<file path="src/rtl/wb_stage_mp_pkg.sv">
// wb_pkg: writeback select and load-mode constants; extend_load exists only with WB_LOAD_EXT_EN
package wb_pkg;
  localparam logic WB_SEL_ALU = 1'b0;
  localparam logic WB_SEL_MEM = 1'b1;
  localparam logic [1:0] LD_FULL = 2'b00;
  localparam logic [1:0] LD_BYTE_U = 2'b01;
  localparam logic [1:0] LD_BYTE_S = 2'b10;
`ifdef WB_LOAD_EXT_EN
  function automatic logic [63:0] extend_load(input logic [63:0] w, input logic [1:0] mode);
    return mode == LD_BYTE_U ? {56'b0, w[7:0]} : mode == LD_BYTE_S ? {{56{w[7]}}, w[7:0]} : w;
  endfunction
`endif
endpackage

</file>
<file path="src/rtl/wb_stage_mp_lane_pick.sv">
// wb_lane_pick: assigns the lowest set mask bits to RF_PORTS slots in ascending lane order
module wb_lane_pick #(
  parameter int LANES = 2,
  parameter int RF_PORTS = 1,
  parameter int IDX_W = 1
) (
  input  logic [LANES-1:0]          mask,
  output logic [RF_PORTS*IDX_W-1:0] idx,
  output logic [RF_PORTS-1:0]       vld,
  output logic [LANES-1:0]          rem
);
  logic [LANES-1:0] m;
  always_comb begin
    m = mask;
    idx = '0;
    vld = '0;
    for (int p = 0; p < RF_PORTS; p++) begin
      for (int l = LANES - 1; l >= 0; l--)
        if (m[l]) idx[p*IDX_W +: IDX_W] = IDX_W'(l);
      vld[p] = |m;
      m = m & (m - LANES'(1));
    end
    rem = m;
  end
endmodule

</file>
<file path="src/rtl/wb_stage_mp.sv">
// wb_stage_mp: multi-lane writeback stage serialising LANES results onto RF_PORTS write ports (load extension under WB_LOAD_EXT_EN)
module wb_stage_mp
  import wb_pkg::*;
#(
  parameter int DATA_W = 16,
  parameter int ADDR_W = 3,
  parameter int LANES = 2,
  parameter int RF_PORTS = 1
) (
  input  logic                       clk,
  input  logic                       rst,
  input  logic                       in_valid,
  output logic                       in_ready,
  input  logic [LANES*DATA_W-1:0]    in_alu_res,
  input  logic [LANES*DATA_W-1:0]    in_mem_res,
  input  logic [LANES*ADDR_W-1:0]    in_dest,
  input  logic [LANES-1:0]           in_alu_bar_mem,
  input  logic [LANES-1:0]           in_wb_en,
`ifdef WB_LOAD_EXT_EN
  input  logic [2*LANES-1:0]         in_ld_mode,
`endif
  output logic [RF_PORTS*DATA_W-1:0] wb_data,
  output logic [RF_PORTS*ADDR_W-1:0] wb_dest,
  output logic [RF_PORTS-1:0]        regfile_en
);
  localparam int IDX_W = LANES > 1 ? $clog2(LANES) : 1;
  logic acc;
  logic [LANES-1:0] pend, cand, rem;
  logic [DATA_W-1:0] mem_l;
  logic [LANES*DATA_W-1:0] sel_data, hold_data, src_data;
  logic [LANES*ADDR_W-1:0] hold_dest, src_dest;
  logic [RF_PORTS*IDX_W-1:0] idx;
  logic [RF_PORTS-1:0] vld, en_n;
  logic [RF_PORTS*DATA_W-1:0] data_n;
  logic [RF_PORTS*ADDR_W-1:0] dest_n;
  assign in_ready = ~|pend;
  assign acc = in_valid && in_ready;
  // accept cycle issues straight from the inputs so the first write lands one cycle later
  assign cand = acc ? in_wb_en : pend;
  assign src_data = acc ? sel_data : hold_data;
  assign src_dest = acc ? in_dest : hold_dest;
  always_comb begin
    sel_data = '0;
    mem_l = '0;
    for (int l = 0; l < LANES; l++) begin
`ifdef WB_LOAD_EXT_EN
      mem_l = DATA_W'(extend_load(64'(in_mem_res[l*DATA_W +: DATA_W]), in_ld_mode[l*2 +: 2]));
`else
      mem_l = in_mem_res[l*DATA_W +: DATA_W];
`endif
      sel_data[l*DATA_W +: DATA_W] = in_alu_bar_mem[l] == WB_SEL_MEM ? mem_l : in_alu_res[l*DATA_W +: DATA_W];
    end
  end
  wb_lane_pick #(.LANES(LANES), .RF_PORTS(RF_PORTS), .IDX_W(IDX_W)) u_pick (
    .mask(cand),
    .idx(idx),
    .vld(vld),
    .rem(rem)
  );
  always_comb begin
    data_n = '0;
    dest_n = '0;
    en_n = '0;
    for (int p = 0; p < RF_PORTS; p++) begin
      if (vld[p]) begin
        data_n[p*DATA_W +: DATA_W] = src_data[int'(idx[p*IDX_W +: IDX_W])*DATA_W +: DATA_W];
        dest_n[p*ADDR_W +: ADDR_W] = src_dest[int'(idx[p*IDX_W +: IDX_W])*ADDR_W +: ADDR_W];
        en_n[p] = 1'b1;
      end
    end
    // a higher port carries a higher lane, so it wins a same-cycle destination clash
    for (int p = 0; p < RF_PORTS; p++)
      for (int q = p + 1; q < RF_PORTS; q++)
        if (vld[p] && vld[q] && dest_n[p*ADDR_W +: ADDR_W] == dest_n[q*ADDR_W +: ADDR_W]) en_n[p] = 1'b0;
  end
  always_ff @(posedge clk or posedge rst) begin
    if (rst) begin
      pend <= '0;
      hold_data <= '0;
      hold_dest <= '0;
      wb_data <= '0;
      wb_dest <= '0;
      regfile_en <= '0;
    end else begin
      pend <= rem;
      if (acc) begin
        hold_data <= sel_data;
        hold_dest <= in_dest;
      end
      wb_data <= data_n;
      wb_dest <= dest_n;
      regfile_en <= en_n;
    end
  end
endmodule

</file>
<file path="config.mk">
export PLATFORM = sky130hd
export DESIGN_NAME = wb_stage_mp
export DESIGN_NICKNAME = d
export VERILOG_FILES = /design/src/rtl/wb_stage_mp_pkg.sv /design/src/rtl/wb_stage_mp_lane_pick.sv /design/src/rtl/wb_stage_mp.sv
export SDC_FILE = /design/constraint.sdc
export NUM_CORES = 1
export LEC_CHECK = 0
export CORE_ASPECT_RATIO = 2
export CORE_MARGIN = 2
export CORE_UTILIZATION = 49
export DETAILED_ROUTE_END_ITERATION = 8
export DONT_BUFFER_PORTS = 1
export GPL_TIMING_DRIVEN = 0
export MAX_ROUTING_LAYER = met4
export PLACE_DENSITY = 0.66
export SLEW_MARGIN = 0
export SYNTH_ARGS = -nofsm -noshare
export SYNTH_HDL_FRONTEND = slang
export SYNTH_SLANG_ARGS = --single-unit
</file>
<file path="constraint.sdc">
create_clock -name clk -period 1.1 [get_ports clk]
set_input_delay 0.11 -clock clk [delete_from_list [all_inputs] [get_ports clk]]
set_output_delay 0.11 -clock clk [all_outputs]
set_load 0.005 [all_outputs]
</file>
* Yosys cells after proc, flatten, opt, wreduce, memory -nomap -nowiden *
Cells that the tools add are included.

word-level totals
  flip-flop bits (word level) = 60
  input port bits = 77
  output and inout bits = 21
  logic and storage cells = 25

cells by class
  add/sub/neg operators = 1
  multiply operators = 1
  shift operators = 2
  mux-type cells = 10
  bitwise gates (word level) = 1
  reduce and logical (&&, ||, !) cells = 4

operator list
  cell                 number
  $mux 16              3
  $mux 32              1
  $shiftx 32x6->16     1
  $mux 6               1
  $shiftx 6x4->3       1
  $reduce_or 2->1      2
  $mul 1x2->3 const B  1
  $mux 1               3
  $mux 3               1
  $and 2x2->2          1
  $mux 2               1
  $sub 2x1->2 const B  1
  $logic_and 1x1->1    1
  $logic_not 1->1      1

* Longest topological paths before layout *
  depth in word-level cells = 9
  gate-level depth with buffers = 6
  depth with buffers taken out = 3

* Hierarchy *
From an unflattened synthesis, not the netlist that was laid out.

unflattened totals
  cells, all modules = 259
  area, all modules = 3045.4 um^2

modules (own cells, without submodules)
  module        instances  cells each  area an instance (um^2)  seq. area each (um^2)
  wb_stage_mp   1          254         3011.6                   1501.4
  wb_lane_pick  1          5           33.8                     0.0

* Worst setup path before layout *
OpenSTA, ideal clock, no wires.

  path kind = flip-flop to flip-flop
  start point = register pend[1]
  end point = register hold_dest[3]
  setup time = 125 ps
  data arrival time = 1140 ps
  data required time = 975 ps
  slack = -164 ps
  cell stages (with the launch flop) = 5
  buffers on the path = 2
  clock period less this slack = 1264 ps
  cell sequence = dfrtp_1 > nand2b_1 > buf_2 > buf_2 > mux2_2

on the way
  word-level cells in the longest chain between the ends = 4

ends and longest elaborated chain
  element                   line               source
  start: declaration        wb_stage_mp.sv:28  logic [LANES-1:0] pend, cand, rem;
  start signal: assignment  wb_stage_mp.sv:85  pend <= rem;
  $reduce_or 2->1           wb_stage_mp.sv:36  assign in_ready = ~|pend;
  $logic_not 1->1           wb_stage_mp.sv:36
  $logic_and 1x1->1         wb_stage_mp.sv:37  assign acc = in_valid && in_ready;
  $mux 6                    --
  via src_dest[3]           wb_stage_mp.sv:31  logic [LANES*ADDR_W-1:0] hold_dest, src_dest;
  end signal: assignment    wb_stage_mp.sv:88  hold_dest <= in_dest;
  end: declaration          wb_stage_mp.sv:31

The timed path passes the listed nets, and every way through them passes these cells.

* Final worst setup path *
  start point = register pend[1]
  end point = register hold_data[24]

on the way
  word-level cells in the longest chain between the ends = 4

ends and longest elaborated chain
  element                 line               source
  $reduce_or 2->1         wb_stage_mp.sv:36
  $logic_not 1->1         wb_stage_mp.sv:36
  $logic_and 1x1->1       wb_stage_mp.sv:37
  $mux 32                 --
  via src_data[24]        wb_stage_mp.sv:30  logic [LANES*DATA_W-1:0] sel_data, hold_data, src_data;
  end signal: assignment  wb_stage_mp.sv:87  hold_data <= sel_data;
  end: declaration        wb_stage_mp.sv:30

The timed path passes the listed nets, and every way through them passes these cells.

==> impl_metrics.csv <==
group,metric,value,unit
status,status,"complete, but fails checks",
finish,layout.cells.non_filler,282,
worst_setup_path,ff2ff_setup_slack,-0.19,ns
detailed_routing,routed_wirelength,5580,um
status,violations,"setup timing",
place,portBuffers,0,
floorplanning,rows,34,
global_routing,grt_start_max_net_pins,44,
finish,post-route-util,0.666,
clock_network,htreeDepth,2,
logic_synthesis,synthCells,201,
clock_network,clock_latency,0.29,ns
place,gp_congestion,0.786,
worst_setup_path,cp.arrival,1.46,ns
finish,final_common_cell,"dfrtp_1",
logic_synthesis,synth_seq_area_share,0.500,
logic_synthesis,syn_avg_cell_area,10.7,um^2
timing,setup_viol,43,
timing,finalMaxSlewViolations,0,
worst_setup_path,crit_required,1.28,ns
timing,max-slew-margin-rel,0.572,
pwr,ir_drop,1.23,mV
worst_setup_path,timing.rr.start,"pend[1]$_DFF_PP0_",
detailed_routing,dr.pass1.iters,4,
worst_hold_path,hold_path_depth,2,
logic_synthesis,ys_warn_count,0,
floorplanning,dieArea,4970,um^2
clock_network,cts-buffers-inserted,5,
finish,drive_gt1_frac,0.355,
floorplanning,io-pin-count,98,
detailed_routing,drt_iter0_markers,37,
timing,finClkSkew,0.00531,ns
timing,fin_ws,-0.189,ns
timing,hold_ws,0.0399,ns
place,hpwl,3750,um
detailed_routing,wl_per_cell,19.8,um
clock_network,clk_pin_slew,0.08,ns
pwr,power_density,1250,nW/um^2
clock_network,cts_root_buffer,"clkbuf_8",
finish,antenna_cells,0,
timing,grt_setup_unrepaired,"yes",
worst_hold_path,min-delay-start,"in_alu_res[22]",
logic_synthesis,synth-seq-cells,43,
finish,final_cell_mix,"42 x dfrtp_1, 32 x mux2i_1, 16 x a211o_1, 13 x o21ai_1, 13 x nor3_2",
worst_setup_path,cp_max_fo,5,
global_routing,grt_pass1_wl,8370,um
worst_hold_path,hold_path_end,"hold_data[22]$_DFF_PP0_",
worst_setup_path,startpoint_type,"register",
worst_setup_path,reg2reg_depth,6,
pwr,p_leak,1.38,nW
timing,min_period,1.29,ns
timing,fin_crit_sh,1.17,
flow_run,maxCapViolations,0,
floorplanning,die_w,50.9,um
detailed_routing,ant_nets,0,
global_routing,grt_pass1_vias,1784,
global_routing,grt_use_total,0.234,
floorplanning,core_area,4300,um^2
worst_setup_path,r2r_end,"hold_data[24]$_DFF_PP0_",
clock_network,cts_tree,"done",
global_routing,antenna_found_initial,0,
clock_network,numClockSinks,43,
place,placed_cell_area,2250,um^2
detailed_routing,vias_per_cell,5.85,
logic_synthesis,synth_area,2150,um^2
place,dp.cells,255,
timing,fmax,776,MHz
finish,fill_cells,328,
clock_network,cts_max_path_buffers,2,
detailed_routing,drc,0,
finish,final_area,2860,um^2
timing,final-hold-violation-count,0,
floorplanning,chipHeight,97.7,um
timing,worst_slew_pin_slew,0.642,ns
worst_hold_path,min_path_type,"in2reg",
worst_setup_path,criticalPathCategory,"reg2reg",
logic_synthesis,synthesis.nets,278,
logic_synthesis,synth_cell_types,20,
floorplanning,initial_core_util,0.501,
worst_setup_path,end_kind,"register",
place,pre_cts_ws,-0.213,ns
global_routing,overflow,0,
finish,layout.nets,305,
finish,syn_to_final_growth,33.0,%
detailed_routing,vias,1651,
-- worst max path at each step --
stage	startpoint	depth (start not counted)	to
6_report	pend[1]$_DFF_PP0_	6	hold_data[24]$_DFF_PP0_
5_1_grt	pend[1]$_DFF_PP0_	6	hold_data[26]$_DFF_PP0_
4_1_cts	pend[1]$_DFF_PP0_	5	wb_data[9]$_DFF_PP0_
3_5_place_dp	pend[1]$_DFF_PP0_	5	wb_data[7]$_DFF_PP0_
3_3_place_gp	pend[1]$_DFF_PP0_	5	wb_data[13]$_DFF_PP0_
2_1_floorplan	pend[1]$_DFF_PP0_	4	hold_dest[3]$_DFF_PP0_
-- power breakdown --
part / switching, mW / internal (mW) / leakage, nW
logic: 0.348 / 0.385 / 0.798
clock network: 0.509 / 0.493 / 0.0470
registers: 0.110 / 1.75 / 0.539
-- layout make-up --
cell class | count | area (um^2) | area share
clock inverter | 1 | 5.00 | 0.00175
inverter | 7 | 32.5 | 0.0114
buffer | 16 | 195 | 0.0682
tap | 54 | 67.6 | 0.0236
clock buffer | 6 | 82.6 | 0.0288
timing repair buffer | 21 | 245 | 0.0857
timing repair inverter | 1 | 7.51 | 0.00262
sequential | 43 | 1080 | 0.376
multi-input combinational | 133 | 1150 | 0.402
-- critical path: stages (launching register included) --
cell and delay, ns:
dfrtp_2 0.43, nand2b_4 0.17, clkbuf_16 0.16, clkbuf_16 0.16, buf_8 0.13, nand2_1 0.06
o21ai_1 0.06
-- sequential cells by signal, indices dropped and copies added (netlist names) --
name,flops
wb_dest,3
hold_data,16
regfile_en,1
wb_data,16
pend,1
hold_dest,6
-- cells by family after synthesis --
group,synth area share
AOI/OAI and AO/OA,0.134
DFF,0.500
buffers and inverters,0.0616
and+or+nand+nor,0.126
muxes,0.178
-- layer usage --
layer  track usage  share of wire  up-vias  wire, um
met2         0.412           0.59       64      3280
met4        0.0769          0.015        0        82
met5             -              0        -         0
met3        0.0492          0.049        7       275
met1         0.253           0.35      822      1940
li1              -              -      758         -
-- Yosys cell counts, drive strengths merged --
cell type | number | area (um^2)
mux2i | 35 | 350
dfrtp | 43 | 1080
inv | 7 | 26.3
o21ai | 17 | 85.1
clkbuf | 5 | 18.8
a31oi | 1 | 6.26
mux2 | 3 | 33.8
nand2b | 1 | 6.26
a2bb2oi | 3 | 26.3
buf | 13 | 87.6
and4bb | 1 | 16.3
a211o | 16 | 140
nor3 | 17 | 85.1
a21oi | 6 | 30.0
nand2 | 17 | 63.8
nor2b | 16 | 100
-- what timing repair did --
item	CTS	global route
gates resized for setup	19	74
hold endpoints to repair	51	0
hold buffers	10	0
gates cloned	2	3
buffers inserted	6	1
setup endpoints to repair	44	86
pin swaps	3	11
-- through the flow --
| step | power [mW] | TNS, ns |
|---|---|---|
| floorplan | 2.23 | -1.83 |
| global placement | 2.32 | -5.43 |
| detailed placement | 2.35 | -7.28 |
| CTS | 3.44 | -6.46 |
| global route | 3.76 | -8.09 |
| finish | 3.59 | -6.25 |
Power figures use the tool's default switching activity.
